**config.mk**
```make
export PLATFORM = sky130hd
export DESIGN_NAME = fifo_n
export DESIGN_NICKNAME = d
export VERILOG_FILES = /design/src/rtl/fifo_n.sv
export SDC_FILE = /design/constraint.sdc
export NUM_CORES = 1
export LEC_CHECK = 0
export BUFFER_PORTS_ARGS = -buffer_cell sky130_fd_sc_hd__buf_2
export CAP_MARGIN = 20
export CORE_MARGIN = 2
export CORE_UTILIZATION = 45
export CTS_CLUSTER_DIAMETER = 100
export DETAILED_ROUTE_END_ITERATION = 6
export GPL_ROUTABILITY_DRIVEN = 0
export GPL_TIMING_DRIVEN = 0
export PLACE_DENSITY = 0.68
export SYNTH_ARGS = -nofsm -noshare
export SYNTH_HDL_FRONTEND = slang
export SYNTH_SLANG_ARGS = --single-unit
```
**constraint.sdc**
```tcl
create_clock -name clk -period 2.15 [get_ports clk]
set_input_delay 0.1075 -clock clk [delete_from_list [all_inputs] [get_ports clk]]
set_output_delay 0.1075 -clock clk [all_outputs]
set_load 0.05 [all_outputs]
```
**src/rtl/fifo_n.sv**
```systemverilog
// Parametrised synchronous FIFO with level count, almost-full/empty thresholds and sticky error flags.
// Define FIFO_N_SVA_EN to compile the embedded concurrent assertions.
module fifo_n #(
  parameter int DW     = 8,
  parameter int AW     = 2,
  parameter int AF_LVL = 3,
  parameter int AE_LVL = 1
) (
  input  logic          clk,
  input  logic          rst,
  input  logic          clr,
  input  logic          we,
  input  logic [DW-1:0] din,
  input  logic          re,
  output logic [DW-1:0] dout,
  output logic          full,
  output logic          empty,
  output logic          afull,
  output logic          aempty,
  output logic [AW:0]   level,
  output logic          ovf,
  output logic          udf
);

  localparam int DEPTH = 1 << AW;
  localparam logic [AW:0]   LVL_MAX = (AW+1)'(DEPTH);
  localparam logic [AW:0]   LVL_AF  = (AW+1)'(AF_LVL);
  localparam logic [AW:0]   LVL_AE  = (AW+1)'(AE_LVL);
  localparam logic [AW:0]   LVL_ONE = (AW+1)'(1);
  localparam logic [AW-1:0] PTR_ONE = AW'(1);

  logic [DW-1:0] mem [DEPTH];
  logic [AW-1:0] wp;
  logic [AW-1:0] rp;
  logic          wr_ok;
  logic          rd_ok;

  // Flags are pure decodes of level so they can never disagree with it.
  assign full   = (level == LVL_MAX);
  assign empty  = (level == '0);
  assign afull  = (level >= LVL_AF);
  assign aempty = (level <= LVL_AE);
  assign dout   = mem[rp];

  // A simultaneous read frees the slot, so a full FIFO still accepts the write.
  assign wr_ok = we & (~full | re) & ~clr;
  assign rd_ok = re & ~empty & ~clr;

  always_ff @(posedge clk) begin
    if (wr_ok) begin
      mem[wp] <= din;
    end
  end

  always_ff @(posedge clk or negedge rst) begin
    if (!rst) begin
      wp    <= '0;
      rp    <= '0;
      level <= '0;
      ovf   <= 1'b0;
      udf   <= 1'b0;
    end else if (clr) begin
      wp    <= '0;
      rp    <= '0;
      level <= '0;
      ovf   <= 1'b0;
      udf   <= 1'b0;
    end else begin
      if (wr_ok) begin
        wp <= wp + PTR_ONE;
      end
      if (rd_ok) begin
        rp <= rp + PTR_ONE;
      end
      case ({wr_ok, rd_ok})
        2'b10:   level <= level + LVL_ONE;
        2'b01:   level <= level - LVL_ONE;
        default: level <= level;
      endcase
      if (we && full && !re) begin
        ovf <= 1'b1;
      end
      if (re && empty) begin
        udf <= 1'b1;
      end
    end
  end

`ifdef FIFO_N_SVA_EN
  a_full_empty: assert property (@(posedge clk) disable iff (!rst) !(full && empty));

  a_level_max: assert property (@(posedge clk) disable iff (!rst) level <= LVL_MAX);

  // Equal pointers mean either empty or full; full tells the two apart.
  a_ptr_level: assert property (@(posedge clk) disable iff (!rst)
    (AW'(wp - rp) == level[AW-1:0]) && ((wp != rp) || empty || full));

  a_ovf_rise: assert property (@(posedge clk) disable iff (!rst) !$rose(ovf))
    else $error("%m: write dropped while full (overflow)");

  a_udf_rise: assert property (@(posedge clk) disable iff (!rst) !$rose(udf))
    else $error("%m: read attempted while empty (underflow)");
`else
`endif

endmodule

```
==> out/summary.txt <==
CTS clk-pin slew, worst paths: 0.08 ns
Critical Path Sink Type: flop
Design Power: 0.002509 W
Post-Synth Adder-Cell Area: 0.05882
Number of synthesized flops with an enable pin: 32
Worst vdd ir: 0.6947 mV
Actual slew at the worst max-slew pin: 0.5186 ns
RSZ-0062 raised after global routing: yes
Hold Startpoint: din[5]
Met2 GRT Util: 0.2660
Final setup vio count: 0
Share of the synthesized area in the top cell type: 0.5020
Final Skew: 0.001929 ns
Max-cap violations: 0
Core ar.: 0.004058 mm2
Min cycle time layout: 2.066 ns
CTS tree: built
Initial antenna violation count: 0
Crit start category: flop
Synth Area in Compound Gates: 0.07712
Antenna Nets Post-Route: 0
Syn nets: 149
WL/cell: 15.84 um
I/O pin count: 30
Layout Area Growth over Synthesis: 18.69%
Grt total ovfl: 0
Post-DP HPWL: 2424 um
GR peak layer: met2
Post-Route WL: 3390 um
Arrival @ worst endpoint: 2.05 ns
Clock latency on the worst-skew pair: 0.29 ns
FILL cells: 325
M3 GR Usage: 0.03488
Diodes inserted: 0
CP max FO: 9
Vias in the first global route: 1206
Vias: 1155
Final period utilization: 0.9607
Hold Crit Class: input pin to flop
Sequential share of the synthesized area: 0.6196
Setup CP Type: flop to flop
Post-CTS Setup Inserts: 0
GR Layer Usage met1: 0.1810
CTS Buf Count: 5
Req. time, crit path: 2.13 ns
Cell Pwr Density: 1104 mW/mm2
Post-Synth XOR/XNOR Area: 0
Asr flop ratio synth: 0.2195
First-pass GRT wire length: 5664 um
Ranking of synthesized cells by area: edfxtp_1 (50%), dfrtp_1 (12%), mux4_1 (11%)
Initial Utilization: 0.4718
Clock Tree Buf Depth: 2
Setup crit start: level[1]
Netlist Area Pre-Place: 0.001914 mm2
Post-synthesis mux area share: 0.1261
R2R Path Start: level[1]
Yosys warnings: 0
DRC Markers: 0
Main flop type after synthesis: edfxtp_1
Outcome: finished, final reports clean
Total track usage: 0.1546
Layout cells sized above 1: 0.3049
Std-Cell Rows: 23
Pleak: 0.9176 nW
Largest area contributor in the netlist: edfxtp_1
DR iter-0 viols: 80
Die H: 69.23 um
Avg Synthesized Cell Area: 15.07 um2
Htree depth: 2
Root Buffer: clkbuf_8
Synthesized instance count: 127
Slew headroom: 0.6543
Die width: 69.23 um
Max-slew violations: 0
Largest net degree at the start of global routing: 15
Peak Freq: 484.1 MHz
Via-to-Cell Ratio: 5.397
Final Hold Fails: 0
Seq cells post-synth: 41
Fin util: 0.5600
Nets: 185
DIE AREA: 0.004792 mm2
CTS Sinks: 41
Combinational family with the most area after synthesis: multiplexers
Simple-Gate Fraction of Synth Area: 0.07255
Port Buffers: 28
Synth unique cells: 32
TritonRoute pass-1 iters: 4
==> where the power goes <==
group / internal (W) / switching (W) / total [W] / leakage, nW
Sequential: 0.000908 / 0.0000369 / 0.000945 / 0.408
Combinational: 0.000257 / 0.000575 / 0.000832 / 0.441
Clock: 0.000467 / 0.000266 / 0.000733 / 0.0687
==> critical path: stages, from the launching register on <==
cell	delay, ns
dfrtp_2	0.42
inv_1	0.13
ha_1	0.21
buf_6	0.14
and3b_1	0.23
nor3_1	0.27
and2_2	0.35
==> state kept, by name, indices dropped and copies added, names as in the netlist <==
signal	count
mem	32
level	3
rp	2
wp	2
ovf	1
udf	1
==> synth_stat cells, types with 2 or more instances <==
cell type	count
and2_1	5
a311oi_1	2
clkbuf_1	2
nor2_1	8
nand2b_1	2
mux2i_1	2
nor2b_1	2
ha_1	9
buf_6	2
edfxtp_1	32
dfrtp_1	9
o21ai_0	7
buf_2	2
a21oi_1	9
mux4_1	8
inv_1	9
a22oi_1	2
==> path summary, 6_finish.rpt <==
path | end | slack [ns] | cells past startpoint
worst max-delay path | mem[2][3] | 0.08 | 6
worst min register to register | ovf | 0.49 | 2
min in group asynchronous | udf | 0.19 | 2
worst max register to register | mem[2][3] | 0.08 | 6
worst min-delay path | mem[0][5] | 0.03 | 1
max in group asynchronous | level[0] | 1.76 | 2
==> cell type report <==
| class | count | area, um2 | share of cell area |
|---|---|---|---|
| plain buffers | 7 | 47.55 | 0.02093 |
| clock buffers | 5 | 68.82 | 0.03029 |
| clock inverters | 3 | 68.82 | 0.03029 |
| inverters | 10 | 40.04 | 0.01762 |
| multi-input cells | 69 | 645.6 | 0.2841 |
| flip-flops and latches | 41 | 1189 | 0.5231 |
| well taps | 50 | 62.56 | 0.02753 |
| repair buffers | 29 | 150.1 | 0.06608 |
==> per-layer routing <==
layer	vias up	share of wire
met3	5	0.062
met4	0	0.017
li1	551	-
met2	51	0.52
met5	-	0
met1	548	0.40
==> cell families after synthesis <==
| logic type | after synthesis |
|---|---|
| buffers and inverters | 17 |
| AOI/OAI and AO/OA | 24 |
| adders and majority gates | 9 |
| muxes | 11 |
| DFF | 41 |
| and+or+nand+nor | 25 |
==> stage by stage <==
step                      setup slack (ns)  instance area [um2]  cells  hold WS (ns)  TNS (ns)
after floorplan                    0.05105                 1917    127       -0.1881         0
after global placement             0.01001                 2120    205      -0.02500         0
after detailed placement          -0.06373                 2120    205      -0.02311    -1.645
after CTS                          0.07215                 2272    214       0.01535         0
after global routing              -0.05346                 2272    214       0.01939    -1.361
final                              0.08450                 2272    214       0.02861         0
==> repair_timing <==
action,in CTS,in global routing
endpoints found under the setup margin,32,32
hold endpoints to repair,9,0
gates resized for setup,4,0
hold buffers,1,0
pin swaps,0,0
cloned,0,0
==> cells in the final DEF (no fill, tap or decap), types with 2 or more instances in the layout <==
cell type | synthesis | final
nor2b_1 | 2 | 2
a311oi_1 | 2 | 2
o21ai_0 | 7 | 7
a21oi_1 | 9 | 9
dfrtp_2 | 0 | 2
edfxtp_1 | 32 | 32
clkbuf_1 | 2 | 2
clkbuf_8 | 0 | 5
and2_2 | 0 | 4
buf_6 | 2 | 2
nand2b_1 | 2 | 2
a22oi_1 | 2 | 2
mux2i_1 | 2 | 2
buf_2 | 2 | 30
nor2_1 | 8 | 8
bufinv_16 | 0 | 2
dfrtp_1 | 9 | 7
inv_1 | 9 | 9
ha_1 | 9 | 9
mux4_1 | 8 | 8
No activity file was read; power rests on OpenSTA's default activity.
